==> src/rtl/lsu_definitions_pkg.sv <==
// Shared load/store unit definitions: FSM states, exception causes and
// the RV32I funct3 encodings for memory operations.
package lsu_definitions;

    localparam int unsigned BE_W = 4;
    localparam int unsigned RD_W = 5;
    localparam int unsigned F3_W = 3;

    localparam logic [F3_W-1:0] FUNCT3_LB  = 3'b000;
    localparam logic [F3_W-1:0] FUNCT3_LH  = 3'b001;
    localparam logic [F3_W-1:0] FUNCT3_LW  = 3'b010;
    localparam logic [F3_W-1:0] FUNCT3_LBU = 3'b100;
    localparam logic [F3_W-1:0] FUNCT3_LHU = 3'b101;
    localparam logic [F3_W-1:0] FUNCT3_SB  = 3'b000;
    localparam logic [F3_W-1:0] FUNCT3_SH  = 3'b001;
    localparam logic [F3_W-1:0] FUNCT3_SW  = 3'b010;

    typedef enum logic [1:0] {
        IDLE,
        REQ,
        WAIT
    } lsu_state_t;

    typedef enum logic [1:0] {
        EXC_NONE        = 2'd0,
        EXC_LD_MISALIGN = 2'd1,
        EXC_ST_MISALIGN = 2'd2,
        EXC_ILLEGAL     = 2'd3
    } lsu_exc_t;

endpackage

==> src/rtl/load_store_unit_load_align.sv <==
// Extracts the addressed byte/half from a read word and sign/zero-extends it.
module lsu_load_align
    import lsu_definitions::*;
#(
    parameter int unsigned DATA_W = 32
) (
    input  logic [DATA_W-1:0] rdata,
    input  logic [1:0]        offset,
    input  logic [F3_W-1:0]   funct3,
    output logic [DATA_W-1:0] data_c
);

    logic [7:0]  byte_sel;
    logic [15:0] half_sel;

    always_comb begin
        byte_sel = rdata[7:0];
        case (offset)
            2'd1:    byte_sel = rdata[15:8];
            2'd2:    byte_sel = rdata[23:16];
            2'd3:    byte_sel = rdata[31:24];
            default: byte_sel = rdata[7:0];
        endcase
        half_sel = offset[1] ? rdata[31:16] : rdata[15:0];

        data_c = rdata;
        case (funct3)
            FUNCT3_LB:  data_c = {{24{byte_sel[7]}}, byte_sel};
            FUNCT3_LBU: data_c = {24'd0, byte_sel};
            FUNCT3_LH:  data_c = {{16{half_sel[15]}}, half_sel};
            FUNCT3_LHU: data_c = {16'd0, half_sel};
            default:    data_c = rdata;
        endcase
    end

endmodule

==> src/rtl/load_store_unit.sv <==
// RV32I memory stage: one load/store per transaction over a req/gnt/rvalid
// port, with alignment checks and load-data extension for writeback.
module load_store_unit
    import lsu_definitions::*;
#(
    parameter int unsigned ADDR_W = 32,
    parameter int unsigned DATA_W = 32
) (
    input  logic              clk,
    input  logic              rst_n,
    input  logic              ex_valid,
    output logic              ex_ready,
    input  logic              ex_is_load,
    input  logic              ex_is_store,
    input  logic [2:0]        ex_funct3,
    input  logic [ADDR_W-1:0] ex_addr,
    input  logic [DATA_W-1:0] ex_wdata,
    input  logic [4:0]        ex_rd,
    output logic              stall_o,
    output logic              mem_req,
    output logic              mem_we,
    output logic [ADDR_W-1:0] mem_addr,
    output logic [3:0]        mem_be,
    output logic [DATA_W-1:0] mem_wdata,
    input  logic              mem_gnt,
    input  logic              mem_rvalid,
    input  logic [DATA_W-1:0] mem_rdata,
    output logic              wb_valid,
    output logic [4:0]        wb_rd,
    output logic [DATA_W-1:0] wb_data,
    output logic              exc_valid,
    output logic [1:0]        exc_cause,
    output logic [ADDR_W-1:0] exc_addr
);

    lsu_state_t state_q, state_d;

    logic              mem_req_q, mem_req_d;
    logic              mem_we_q, mem_we_d;
    logic [ADDR_W-1:0] mem_addr_q, mem_addr_d;
    logic [BE_W-1:0]   mem_be_q, mem_be_d;
    logic [DATA_W-1:0] mem_wdata_q, mem_wdata_d;
    logic              is_load_q, is_load_d;
    logic [F3_W-1:0]   funct3_q, funct3_d;
    logic [1:0]        offset_q, offset_d;
    logic [RD_W-1:0]   rd_q, rd_d;
    logic              wb_valid_q, wb_valid_d;
    logic [RD_W-1:0]   wb_rd_q, wb_rd_d;
    logic [DATA_W-1:0] wb_data_q, wb_data_d;
    logic              exc_valid_q, exc_valid_d;
    lsu_exc_t          exc_cause_q, exc_cause_d;
    logic [ADDR_W-1:0] exc_addr_q, exc_addr_d;

    logic              illegal;
    logic              misaligned;
    logic [DATA_W-1:0] load_data_c;

    // Decode of the presented operation; illegal takes priority over misaligned.
    always_comb begin
        illegal = (ex_is_load && ex_is_store)
               || (ex_is_load && ((ex_funct3 == 3'b011) || (ex_funct3[2:1] == 2'b11)))
               || (ex_is_store && (ex_funct3 >= 3'b011));
        misaligned = ((ex_funct3 == FUNCT3_LW) && (ex_addr[1:0] != 2'b00))
                  || ((ex_funct3[1:0] == 2'b01) && ex_addr[0]);
    end

    lsu_load_align #(
        .DATA_W (DATA_W)
    ) u_load_align (
        .rdata  (mem_rdata),
        .offset (offset_q),
        .funct3 (funct3_q),
        .data_c (load_data_c)
    );

    always_comb begin
        state_d     = state_q;
        mem_req_d   = mem_req_q;
        mem_we_d    = mem_we_q;
        mem_addr_d  = mem_addr_q;
        mem_be_d    = mem_be_q;
        mem_wdata_d = mem_wdata_q;
        is_load_d   = is_load_q;
        funct3_d    = funct3_q;
        offset_d    = offset_q;
        rd_d        = rd_q;
        wb_valid_d  = 1'b0;
        wb_rd_d     = wb_rd_q;
        wb_data_d   = wb_data_q;
        exc_valid_d = 1'b0;
        exc_cause_d = exc_cause_q;
        exc_addr_d  = exc_addr_q;

        case (state_q)
            IDLE: begin
                if (ex_valid && (ex_is_load || ex_is_store)) begin
                    if (illegal || misaligned) begin
                        // Faulting access: report next cycle, never touch memory.
                        exc_valid_d = 1'b1;
                        exc_addr_d  = ex_addr;
                        if (illegal)
                            exc_cause_d = EXC_ILLEGAL;
                        else if (ex_is_load)
                            exc_cause_d = EXC_LD_MISALIGN;
                        else
                            exc_cause_d = EXC_ST_MISALIGN;
                    end else begin
                        state_d    = REQ;
                        mem_req_d  = 1'b1;
                        mem_we_d   = ex_is_store;
                        mem_addr_d = {ex_addr[ADDR_W-1:2], 2'b00};
                        is_load_d  = ex_is_load;
                        funct3_d   = ex_funct3;
                        offset_d   = ex_addr[1:0];
                        rd_d       = ex_rd;
                        mem_be_d   = 4'b1111;
                        if (ex_is_store) begin
                            case (ex_funct3)
                                FUNCT3_SB: begin
                                    mem_be_d    = 4'b0001 << ex_addr[1:0];
                                    mem_wdata_d = {4{ex_wdata[7:0]}};
                                end
                                FUNCT3_SH: begin
                                    mem_be_d    = 4'b0011 << {ex_addr[1], 1'b0};
                                    mem_wdata_d = {2{ex_wdata[15:0]}};
                                end
                                default: begin
                                    mem_be_d    = 4'b1111;
                                    mem_wdata_d = ex_wdata;
                                end
                            endcase
                        end
                    end
                end
            end
            REQ: begin
                if (mem_gnt) begin
                    mem_req_d = 1'b0;
                    state_d   = is_load_q ? WAIT : IDLE;
                end
            end
            WAIT: begin
                if (mem_rvalid) begin
                    wb_valid_d = 1'b1;
                    wb_rd_d    = rd_q;
                    wb_data_d  = load_data_c;
                    state_d    = IDLE;
                end
            end
            default: state_d = IDLE;
        endcase
    end

    always_ff @(posedge clk) begin
        if (!rst_n)
            state_q <= IDLE;
        else
            state_q <= state_d;
    end

    always_ff @(posedge clk) begin
        if (!rst_n) begin
            mem_req_q   <= 1'b0;
            mem_we_q    <= 1'b0;
            mem_addr_q  <= '0;
            mem_be_q    <= '0;
            mem_wdata_q <= '0;
            is_load_q   <= 1'b0;
            funct3_q    <= '0;
            offset_q    <= '0;
            rd_q        <= '0;
            wb_valid_q  <= 1'b0;
            wb_rd_q     <= '0;
            wb_data_q   <= '0;
            exc_valid_q <= 1'b0;
            exc_cause_q <= EXC_NONE;
            exc_addr_q  <= '0;
        end else begin
            mem_req_q   <= mem_req_d;
            mem_we_q    <= mem_we_d;
            mem_addr_q  <= mem_addr_d;
            mem_be_q    <= mem_be_d;
            mem_wdata_q <= mem_wdata_d;
            is_load_q   <= is_load_d;
            funct3_q    <= funct3_d;
            offset_q    <= offset_d;
            rd_q        <= rd_d;
            wb_valid_q  <= wb_valid_d;
            wb_rd_q     <= wb_rd_d;
            wb_data_q   <= wb_data_d;
            exc_valid_q <= exc_valid_d;
            exc_cause_q <= exc_cause_d;
            exc_addr_q  <= exc_addr_d;
        end
    end

    assign ex_ready  = (state_q == IDLE);
    assign stall_o   = (state_q != IDLE);
    assign mem_req   = mem_req_q;
    assign mem_we    = mem_we_q;
    assign mem_addr  = mem_addr_q;
    assign mem_be    = mem_be_q;
    assign mem_wdata = mem_wdata_q;
    assign wb_valid  = wb_valid_q;
    assign wb_rd     = wb_rd_q;
    assign wb_data   = wb_data_q;
    assign exc_valid = exc_valid_q;
    assign exc_cause = exc_cause_q;
    assign exc_addr  = exc_addr_q;

endmodule

==> config.mk <==
export PLATFORM = sky130hd
export DESIGN_NAME = load_store_unit
export DESIGN_NICKNAME = d
export VERILOG_FILES = /design/src/rtl/lsu_definitions_pkg.sv /design/src/rtl/load_store_unit_load_align.sv /design/src/rtl/load_store_unit.sv
export SDC_FILE = /design/constraint.sdc
export NUM_CORES = 1
export LEC_CHECK = 0
export BUFFER_PORTS_ARGS = -buffer_cell sky130_fd_sc_hd__buf_4
export CORE_ASPECT_RATIO = 0.9
export CORE_MARGIN = 2
export CORE_UTILIZATION = 55
export DETAILED_ROUTE_END_ITERATION = 12
export GPL_ROUTABILITY_DRIVEN = 1
export MAX_ROUTING_LAYER = met4
export PLACE_DENSITY = 0.93
export SYNTH_ARGS = -nofsm -noshare
export SYNTH_HDL_FRONTEND = slang
export SYNTH_SLANG_ARGS = --single-unit
==> constraint.sdc <==
create_clock -name clk -period 5.6 [get_ports clk]
set_input_delay 1.4 -clock clk [delete_from_list [all_inputs] [get_ports clk]]
set_output_delay 1.4 -clock clk [all_outputs]
set_load 0.005 [all_outputs]
==> summary.txt, run 1 <==
status = completed
sw frac = 27.3%
Synth cell types = 53
CP required = 5.85 ns
cts hold-fix bufs = 0
# fillers = 1033
DIE HEIGHT = 118 um
clk sinks = 154
RR Startpoint = state_q[0]
most common cell after layout, fill and taps aside = buf_4
# port buffers = 253
RSZ-0062 raised after global routing = false
worst skew pair latency = 0.43 ns
largest net degree at the start of global routing = 93
Logic pwr share = 17.3%
first-pass GRT wire length = 41000 um
minimum clock period = 3.81 ns
Antenna Cells = 0
Die Wd = 131 um
Least-Margin Pin Slew = 1.14 ns
Reg clk slew, reported paths = 0.06 ns
most frequent cells in the layout = buf_4, dfxtp_1, a21oi_1, nand4_1, nand2_1
switching power = 0.000784 W
leak pwr = 4.27 nW
EDFF count, synth = 0
drt total wl = 26900 um
Vias = 8574
CP Launch Type = input pin
Yosys warnings = 0
gpl congestion = 0.861
worst min path class = reg -> reg
GRT Overall Usage = 34.6%
final period utilization = 68.0%
vias in the first global route = 7695
Worst VDD drop = 0.233 mV
1st-iter DRT viols = 996
sequential share of power = 41.6%
DIE AREA = 15400 um2
mapped cell area = 7930 um2
FP Rows = 41
Clk pwr share = 41.1%
worst-path maximum fanout = 35
Initial Util = 56.4%
clk_skew = 0.0108 ns
layout cells sized above 1 = 29.0%
R2R Setup Slk = 2.80 ns
PnR worst setup slack = 1.79 ns
Root Driver = clkbuf_16
max frequency = 0.262 GHz
htree depth = 4
final max-slew violation count = 0
vias per cell = 6.59
Setup violations, final = 0
max_slew headroom = 24.2%
Core Area = 14100 um2
Internal = 0.00208 W
nets = 1206
WL per Instance = 20.7 um
main flop type after synthesis = dfxtp_1
DRC viols = 0
global route overflow = 0
Gate Count Post-Synth = 921
Layout area overhead = 30.4%
Max Buffers Root-to-Sink = 2
CP startpoint = ex_is_load
PostCTS Resize Cnt = 0
Seq/Total Area, Yosys = 38.9%
DP HPWL = 17300 um
CTS tree = yes
final hold viol count = 0
Power Density = 277 nW/um2
setup TNS = 0 ns
Yosys reg bits = 154
crit path capture type = flop
antenna violations before repair = 0
# Max-Cap Violations = 0
setup bufs post-CTS = 0
Setup CP Type = in -> reg
drt pass-1 iters = 6
Mean Syn Cell Area = 8.61 um2
IO Pins = 256
Num CTS Buffers = 17
dpl ws = 1.48 ns
Hold Startpoint = rd_q[0]
DRT antenna net count = 0
post-synthesis async set-or-reset flop share = 0%
crit path DAT = 4.06 ns
Tot Pwr = 0.00287 W
path summary, 6_finish.rpt:
check / end / cells after the start
setup / recovery: mem_wdata[16] / 5
hold / removal: wb_rd[0] / 2
setup reg to reg: exc_addr[22] / 6
hold reg to reg: wb_rd[0] / 2
metrics by stage:
stage                     cell area [um2]  std cells  hold WS, ns  utilization (%)
after floorplan                      7930        922        0.432                -
after global placement               9720       1269        0.443             69.2
after detailed placement             9720       1269        0.444             69.2
after CTS                           10300       1301        0.452             73.5
after global routing                10300       1301        0.478             73.5
final                               10300       1301        0.448             73.5
cells by family after synthesis:
group           synth area share [%]
compound gates                  27.4
buf+inv                         6.47
mux                             6.30
other cells                   0.0473
flops                           38.9
simple gates                    20.9
layout make-up:
type | count | area (um2) | area share, %
Timing Repair Buffer | 268 | 2010 | 19.5
Inverter | 7 | 26.3 | 0.254
Clock buffer | 23 | 498 | 4.82
Sequential cell | 154 | 3080 | 29.8
Clock inverter | 9 | 111 | 1.08
Multi-Input combinational cell | 647 | 4360 | 42.2
Tap cell | 193 | 241 | 2.34
state kept, by name, summed over array words and instances (netlist names), 2 cells and up:
register   count
state_q        2
wb_rd          5
wb_data       32
mem_addr      30
rd_q           5
offset_q       2
funct3_q       3
mem_wdata     32
mem_be         4
exc_addr      32
exc_cause      2
worst max-delay path, cell delays in order:
cell and delay, ns:
buf_4 0.15, o211ai_4 0.84, nand3_4 0.44, nor3_4 0.99, a211oi_1 0.22
metal layers:
layer  share of wire [%]  global-route usage [%]  vias up  wire (um)
li1                    -                       -     3895          -
met1                  39                    42.9     4079      10400
met2                  47                    52.8      522      12700
met3                  11                    9.00       78       2840
met4                 3.6                    15.4        0        971
met5                   0                       -        -          0
power groups by stage:
stage | combinational [W] | sequential (W) | clock [W]
final | 0.000496 | 0.00119 | 0.00118
after detailed placement | 0.000483 | 0.00121 | 0
after global routing | 0.000532 | 0.00120 | 0.00124
after floorplan | 0.000275 | 0.00121 | 0
after CTS | 0.000487 | 0.00119 | 0.00119
after global placement | 0.000473 | 0.00121 | 0
synth_stat cells (all sizes together) (3+ instances only):
cell type  count  share of area (%)
a211oi        17                1.7
a21oi         90                5.7
a221o         32                4.0
a31oi         19                1.5
and3          36                2.8
and4          32                3.5
buf           40                2.6
clkbuf        74                3.5
dfxtp        154                 39
inv            7               0.33
mux2           7               0.99
mux2i         42                5.3
nand2         68                3.2
nand3          5               0.82
nand4         72                5.7
nor2          42                2.1
nor2b         11               0.87
nor3           4               0.52
nor3b          3               0.28
o211ai         7               0.84
o21a           4               0.38
o21ai         39                2.5
o221a          5               0.71
o22ai          4               0.32
o311ai         8               0.88
o31a          32                3.5
o31ai         49                4.6
(Power assumes the default switching activity.)
==> run 2, diff against run 1 <==
--- a/config.mk
+++ b/config.mk
@@ -5,14 +5,15 @@
 export SDC_FILE = /design/constraint.sdc
 export NUM_CORES = 1
 export LEC_CHECK = 0
+export ABC_AREA = 1
 export BUFFER_PORTS_ARGS = -buffer_cell sky130_fd_sc_hd__buf_4
 export CORE_ASPECT_RATIO = 0.9
 export CORE_MARGIN = 2
-export CORE_UTILIZATION = 55
+export CORE_UTILIZATION = 44
 export DETAILED_ROUTE_END_ITERATION = 12
 export GPL_ROUTABILITY_DRIVEN = 1
 export MAX_ROUTING_LAYER = met4
-export PLACE_DENSITY = 0.93
+export PLACE_DENSITY = 0.83
 export SYNTH_ARGS = -nofsm -noshare
 export SYNTH_HDL_FRONTEND = slang
 export SYNTH_SLANG_ARGS = --single-unit
==> constraint.sdc (replaced) <==
create_clock -name clk -period 3.5 [get_ports clk]
set_input_delay 0.875 -clock clk [delete_from_list [all_inputs] [get_ports clk]]
set_output_delay 0.875 -clock clk [all_outputs]
set_load 0.005 [all_outputs]
==> summary.txt, run 2 <==
PnR worst setup slack = 1.17 ns
max_slew headroom = 41.8%
vias per cell = 5.22
Worst VDD drop = 0.347 mV
ranking of synthesized cells by area = dfxtp_1, nand2_1, a21oi_1, nor2_1, o21ai_0
top cell type's share of synthesized area = 46.3%
Die Wd = 134 um
max frequency = 0.429 GHz
area of the multi-input gates = 2980 um2
crit path DAT = 2.68 ns
drt total wl = 21300 um
count leader, synth = nand2_1
RSZ-0062 raised after global routing = false
CP max stage cell = nand2_2
most common cell after layout, fill and taps aside = buf_4
Mean Syn Cell Area = 7.05 um2
Num CTS Buffers = 17
Core Area = 14800 um2
most frequent cells in the layout = buf_4, nand2_1, dfxtp_1, a21oi_1, nor2_1
leading area contributor after synthesis = dfxtp_1
drt pass-1 iters = 5
# fillers = 1333
final hold viol count = 0
EDFF count, synth = 0
post-synthesis async set-or-reset flop share = 0%
global route overflow = 0
IO Pins = 256
Vias = 7151
final period utilization = 66.5%
DRT antenna net count = 0
status = completed
FP Rows = 42
worst skew pair latency = 0.43 ns
Power Density = 466 nW/um2
setup TNS = 0 ns
setup bufs post-CTS = 0
Layout area overhead = 37.7%
crit path capture type = flop
Reg clk slew, reported paths = 0.06 ns
Setup violations, final = 0
CTS tree = yes
RR Startpoint = offset_q[1]
Setup CP Type = in -> reg
Post-synth top cells = nand2_1, dfxtp_1, a21oi_1
worst min path class = reg -> reg
DIE AREA = 16100 um2
Gate Count Post-Synth = 944
gpl congestion = 0.924
worst r2r path cells = 7
# port buffers = 253
Max Buffers Root-to-Sink = 2
Initial Util = 45.1%
clk sinks = 154
# Max-Cap Violations = 0
Yosys warnings = 0
Hold Startpoint = exc_addr[27]
1st-iter DRT viols = 550
Synth cell types = 31
hold depth = 2
antenna violations before repair = 0
Antenna Cells = 0
htree depth = 4
largest net degree at the start of global routing = 77
WL per Instance = 15.5 um
cts hold-fix bufs = 0
crit-path max cell delay = 0.52 ns
CP required = 3.85 ns
CP startpoint = ex_funct3[0]
crit-path cells = buf_4 > or2_0 > nand3_2 > buf_4 > nand2_2 > nand2_2 > nand2_1 > a21oi_1
leak pwr = 4.35 nW
Seq/Total Area, Yosys = 46.3%
nets = 1272
DP HPWL = 14600 um
first-pass GRT wire length = 32800 um
worst-path maximum fanout = 37
mapped cell area = 6650 um2
dpl ws = 0.742 ns
layout cells sized above 1 = 26.8%
clk_skew = 0.0114 ns
final max-slew violation count = 0
DIE HEIGHT = 121 um
main flop type after synthesis = dfxtp_1
minimum clock period = 2.33 ns
Root Driver = clkbuf_16
register area = 3080 um2
GRT Overall Usage = 26.3%
PostCTS Resize Cnt = 0
Least-Margin Pin Slew = 0.870 ns
vias in the first global route = 6588
Yosys reg bits = 154
DRC viols = 0
CP Launch Type = input pin
-- run 2: cell count changes after synthesis, moves of 42 or more --
cell	change
inv_1	+58
nor2_1	+60
o31ai_1	-49
nand2_1	+176
a21oi_1	+43
nand3_1	+44
mux2i_1	-42
-- run 2: final cells by class --
class / instances / share of cell area [%]
Clock inverter: 11 / 1.35
Sequential cell: 154 / 33.7
Inverter: 66 / 2.70
Multi-Input combinational cell: 656 / 32.5
Clock buffer: 19 / 4.84
Timing Repair Buffer: 266 / 22.2
Tap cell: 198 / 2.70
-- run 2: kinds of logic (layout without fill, tap and decap cells) --
| group | count (synthesis) | after routing | share of synthesized area (%) |
|---|---|---|---|
| AO/OA/AOI/OAI | 210 | 210 | 16.3 |
| buffers and inverters | 135 | 362 | 8.91 |
| flip-flops | 154 | 154 | 46.3 |
| other | 1 | 2 | 0.0564 |
| AND/OR/NAND/NOR | 444 | 444 | 28.4 |
-- run 2: worst paths after layout --
path                                endpoint  slack (ns)
worst max-delay path            exc_addr[15]        1.17
worst min-delay path            exc_addr[27]        0.46
worst max register to register   wb_data[28]        1.20
worst min register to register  exc_addr[27]        0.46
-- run 2: report_power, final --
part           leakage (nW)  switching, W  internal (W)
clock                 0.271      0.000725       0.00106
combinational          2.82      0.000350      0.000263
sequential             1.25     0.0000434       0.00183
-- run 2: critical path: cells and delay by family --
kind	cells	cell delay (ns)
AOI/OAI and AO/OA	1	0.17
buffers and inverters	2	0.54
and+or+nand+nor	5	1.08
-- run 2: stage by stage --
| step | instances | power [W] | cell area, um2 | util, % | hold WS, ns |
|---|---|---|---|---|---|
| global placement | 1340 | 0.00250 | 8590 | 58.2 | 0.447 |
| CTS | 1370 | 0.00429 | 9160 | 62.0 | 0.463 |
| floorplan | 945 | 0.00222 | 6660 | - | 0.427 |
| finish | 1370 | 0.00427 | 9160 | 62.0 | 0.464 |
| detailed placement | 1340 | 0.00251 | 8590 | 58.2 | 0.455 |
| global route | 1370 | 0.00444 | 9160 | 62.0 | 0.478 |
-- run 2: layer usage --
metal	share of wire (%)	vias up	track usage [%]
met4	2.5	0	10.9
met1	40	3261	31.4
li1	-	3513	-
met2	48	333	42.5
met3	8.8	44	7.00
met5	0	-	-
==> run 3, diff against run 2 <==
--- a/config.mk
+++ b/config.mk
@@ -5,15 +5,15 @@
 export SDC_FILE = /design/constraint.sdc
 export NUM_CORES = 1
 export LEC_CHECK = 0
-export ABC_AREA = 1
+export ABC_AREA = 0
 export BUFFER_PORTS_ARGS = -buffer_cell sky130_fd_sc_hd__buf_4
 export CORE_ASPECT_RATIO = 0.9
 export CORE_MARGIN = 2
-export CORE_UTILIZATION = 44
+export CORE_UTILIZATION = 51
 export DETAILED_ROUTE_END_ITERATION = 12
 export GPL_ROUTABILITY_DRIVEN = 1
 export MAX_ROUTING_LAYER = met4
-export PLACE_DENSITY = 0.83
+export PLACE_DENSITY = 0.87
 export SYNTH_ARGS = -nofsm -noshare
 export SYNTH_HDL_FRONTEND = slang
 export SYNTH_SLANG_ARGS = --single-unit
==> constraint.sdc (replaced) <==
create_clock -name clk -period 2.4 [get_ports clk]
set_input_delay 0.6 -clock clk [delete_from_list [all_inputs] [get_ports clk]]
set_output_delay 0.6 -clock clk [all_outputs]
set_load 0.005 [all_outputs]
==> summary.txt, run 3 (synthesized netlist as in run 1, its figures left out) <==
most common cell after layout, fill and taps aside = buf_4
RSZ-0062 raised after global routing = false
DP HPWL = 18000 um
setup bufs post-CTS = 0
Initial Util = 51.7%
DIE AREA = 16600 um2
Setup CP Type = reg -> out
minimum clock period = 2.33 ns
Hold Startpoint = mem_rdata[22]
final period utilization = 97.0%
crit-path max cell delay = 0.37 ns
busiest grt layer = met2
crit path DAT = 1.73 ns
crit path capture type = output pin
FP Rows = 43
worst r2r path cells = 6
PostCTS Resize Cnt = 0
R2R Setup Slk = 0.29 ns
leak pwr = 4.46 nW
worst-path maximum fanout = 23
Finished Layout Cells = 1342
max frequency = 0.430 GHz
sequential share of power = 40.5%
# port buffers = 253
hold depth = 3
Vias = 8587
IO Pins = 256
most frequent cells in the layout = buf_4, dfxtp_1, a21oi_1, nand4_1, nand2_1
global route overflow = 0
Antenna Cells = 0
# fillers = 1146
first-pass GRT wire length = 41300 um
1st-iter DRT viols = 910
WL per Instance = 20.0 um
layout cells sized above 1 = 31.1%
Max Buffers Root-to-Sink = 2
Layout area overhead = 34.9%
CP max stage cell = dfxtp_1
WP buf/inv = 3
Root Driver = clkbuf_16
Clk pwr share = 41.3%
Core Area = 15300 um2
Internal = 0.00491 W
DIE HEIGHT = 122 um
Num CTS Buffers = 17
DRC viols = 0
drt total wl = 26800 um
worst min path class = in -> reg
htree depth = 4
switching power = 0.00194 W
Worst VDD drop = 0.580 mV
final hold viol count = 0
Top delay family on crit path = buffers and inverters
final max-slew violation count = 0
cell count along the critical path = 4
global-route met2 utilization = 49.7%
worst skew pair latency = 0.44 ns
clk_skew = 0.00918 ns
CP required = 1.80 ns
largest net degree at the start of global routing = 62
met1 GRT Util = 41.1%
Die Wd = 135 um
DRT antenna net count = 0
sw frac = 28.3%
CP startpoint = state_q[0]
status = completed
Placed Instances = 1310
setup TNS = 0 ns
clk sinks = 154
GRT Overall Usage = 32.1%
gpl congestion = 0.870
antenna violations before repair = 0
vias per cell = 6.40
vias in the first global route = 7836
drt pass-1 iters = 5
CTS tree = yes
Power Density = 640 nW/um2
Worst Hold Path EP = wb_data[22]
crit-path cells = or2_4 > inv_2 > buf_6 > buf_4
Reg clk slew, reported paths = 0.07 ns
nets = 1238
RR Startpoint = state_q[0]
cts hold-fix bufs = 0
r2r endpoint = mem_be[3]
CP Launch Type = flop
Setup violations, final = 0
grt met3 use = 8.67%
# Max-Cap Violations = 0
Logic pwr share = 18.2%
## run 3: cell type report
type,count,area (um2),area share [%]
clock inverters,15,188,1.76
flip-flops and latches,154,3080,28.8
repair buffers,300,2360,22.0
clock buffers,17,425,3.98
multi-input cells,647,4360,40.8
well taps,202,253,2.36
inverters,7,26.3,0.246
## run 3: worst max-delay path by stage
stage,to,slack [ns]
after floorplan,mem_be[2],0.34
after global placement,mem_wdata[4],0.25
after detailed placement,mem_wdata[7],0.18
after CTS,ex_ready,0.02
after global routing,ex_ready,0.01
final,ex_ready,0.07
## run 3: per-layer routing
metal,share of wire (%),vias to the layer above
li1,-,3965
met1,40,4048
met2,47,514
met3,10,60
met4,2.5,0
met5,0,-
## run 3: metrics by stage
stage / setup slack, ns / hold WS (ns) / instance area (um2) / util [%] / power (W)
after detailed placement: 0.175 / 0.448 / 10100 / 65.7 / 0.00404
final: 0.0723 / 0.431 / 10700 / 69.7 / 0.00685
after CTS: 0.0232 / 0.419 / 10700 / 69.7 / 0.00685
after floorplan: 0.345 / 0.432 / 7930 / - / 0.00345
after global routing: 0.00982 / 0.421 / 10700 / 69.7 / 0.00708
after global placement: 0.252 / 0.443 / 10100 / 65.7 / 0.00402
## run 3: worst min-delay path, delay by kind of cell
| family | cells | cell delay [ns] |
|---|---|---|
| buffers and inverters | 1 | 0.11 |
| AND/OR/NAND/NOR | 1 | 0.05 |
| AO/OA/AOI/OAI | 1 | 0.05 |
## run 3: power by group through the flow
stage	combinational (W)	clock, W	sequential, W
6_report	0.00124	0.00283	0.00277
5_1_grt	0.00133	0.00297	0.00278
4_1_cts	0.00123	0.00285	0.00277
2_1_floorplan	0.000642	0	0.00281
3_5_place_dp	0.00122	0	0.00282
3_3_place_gp	0.00119	0	0.00282
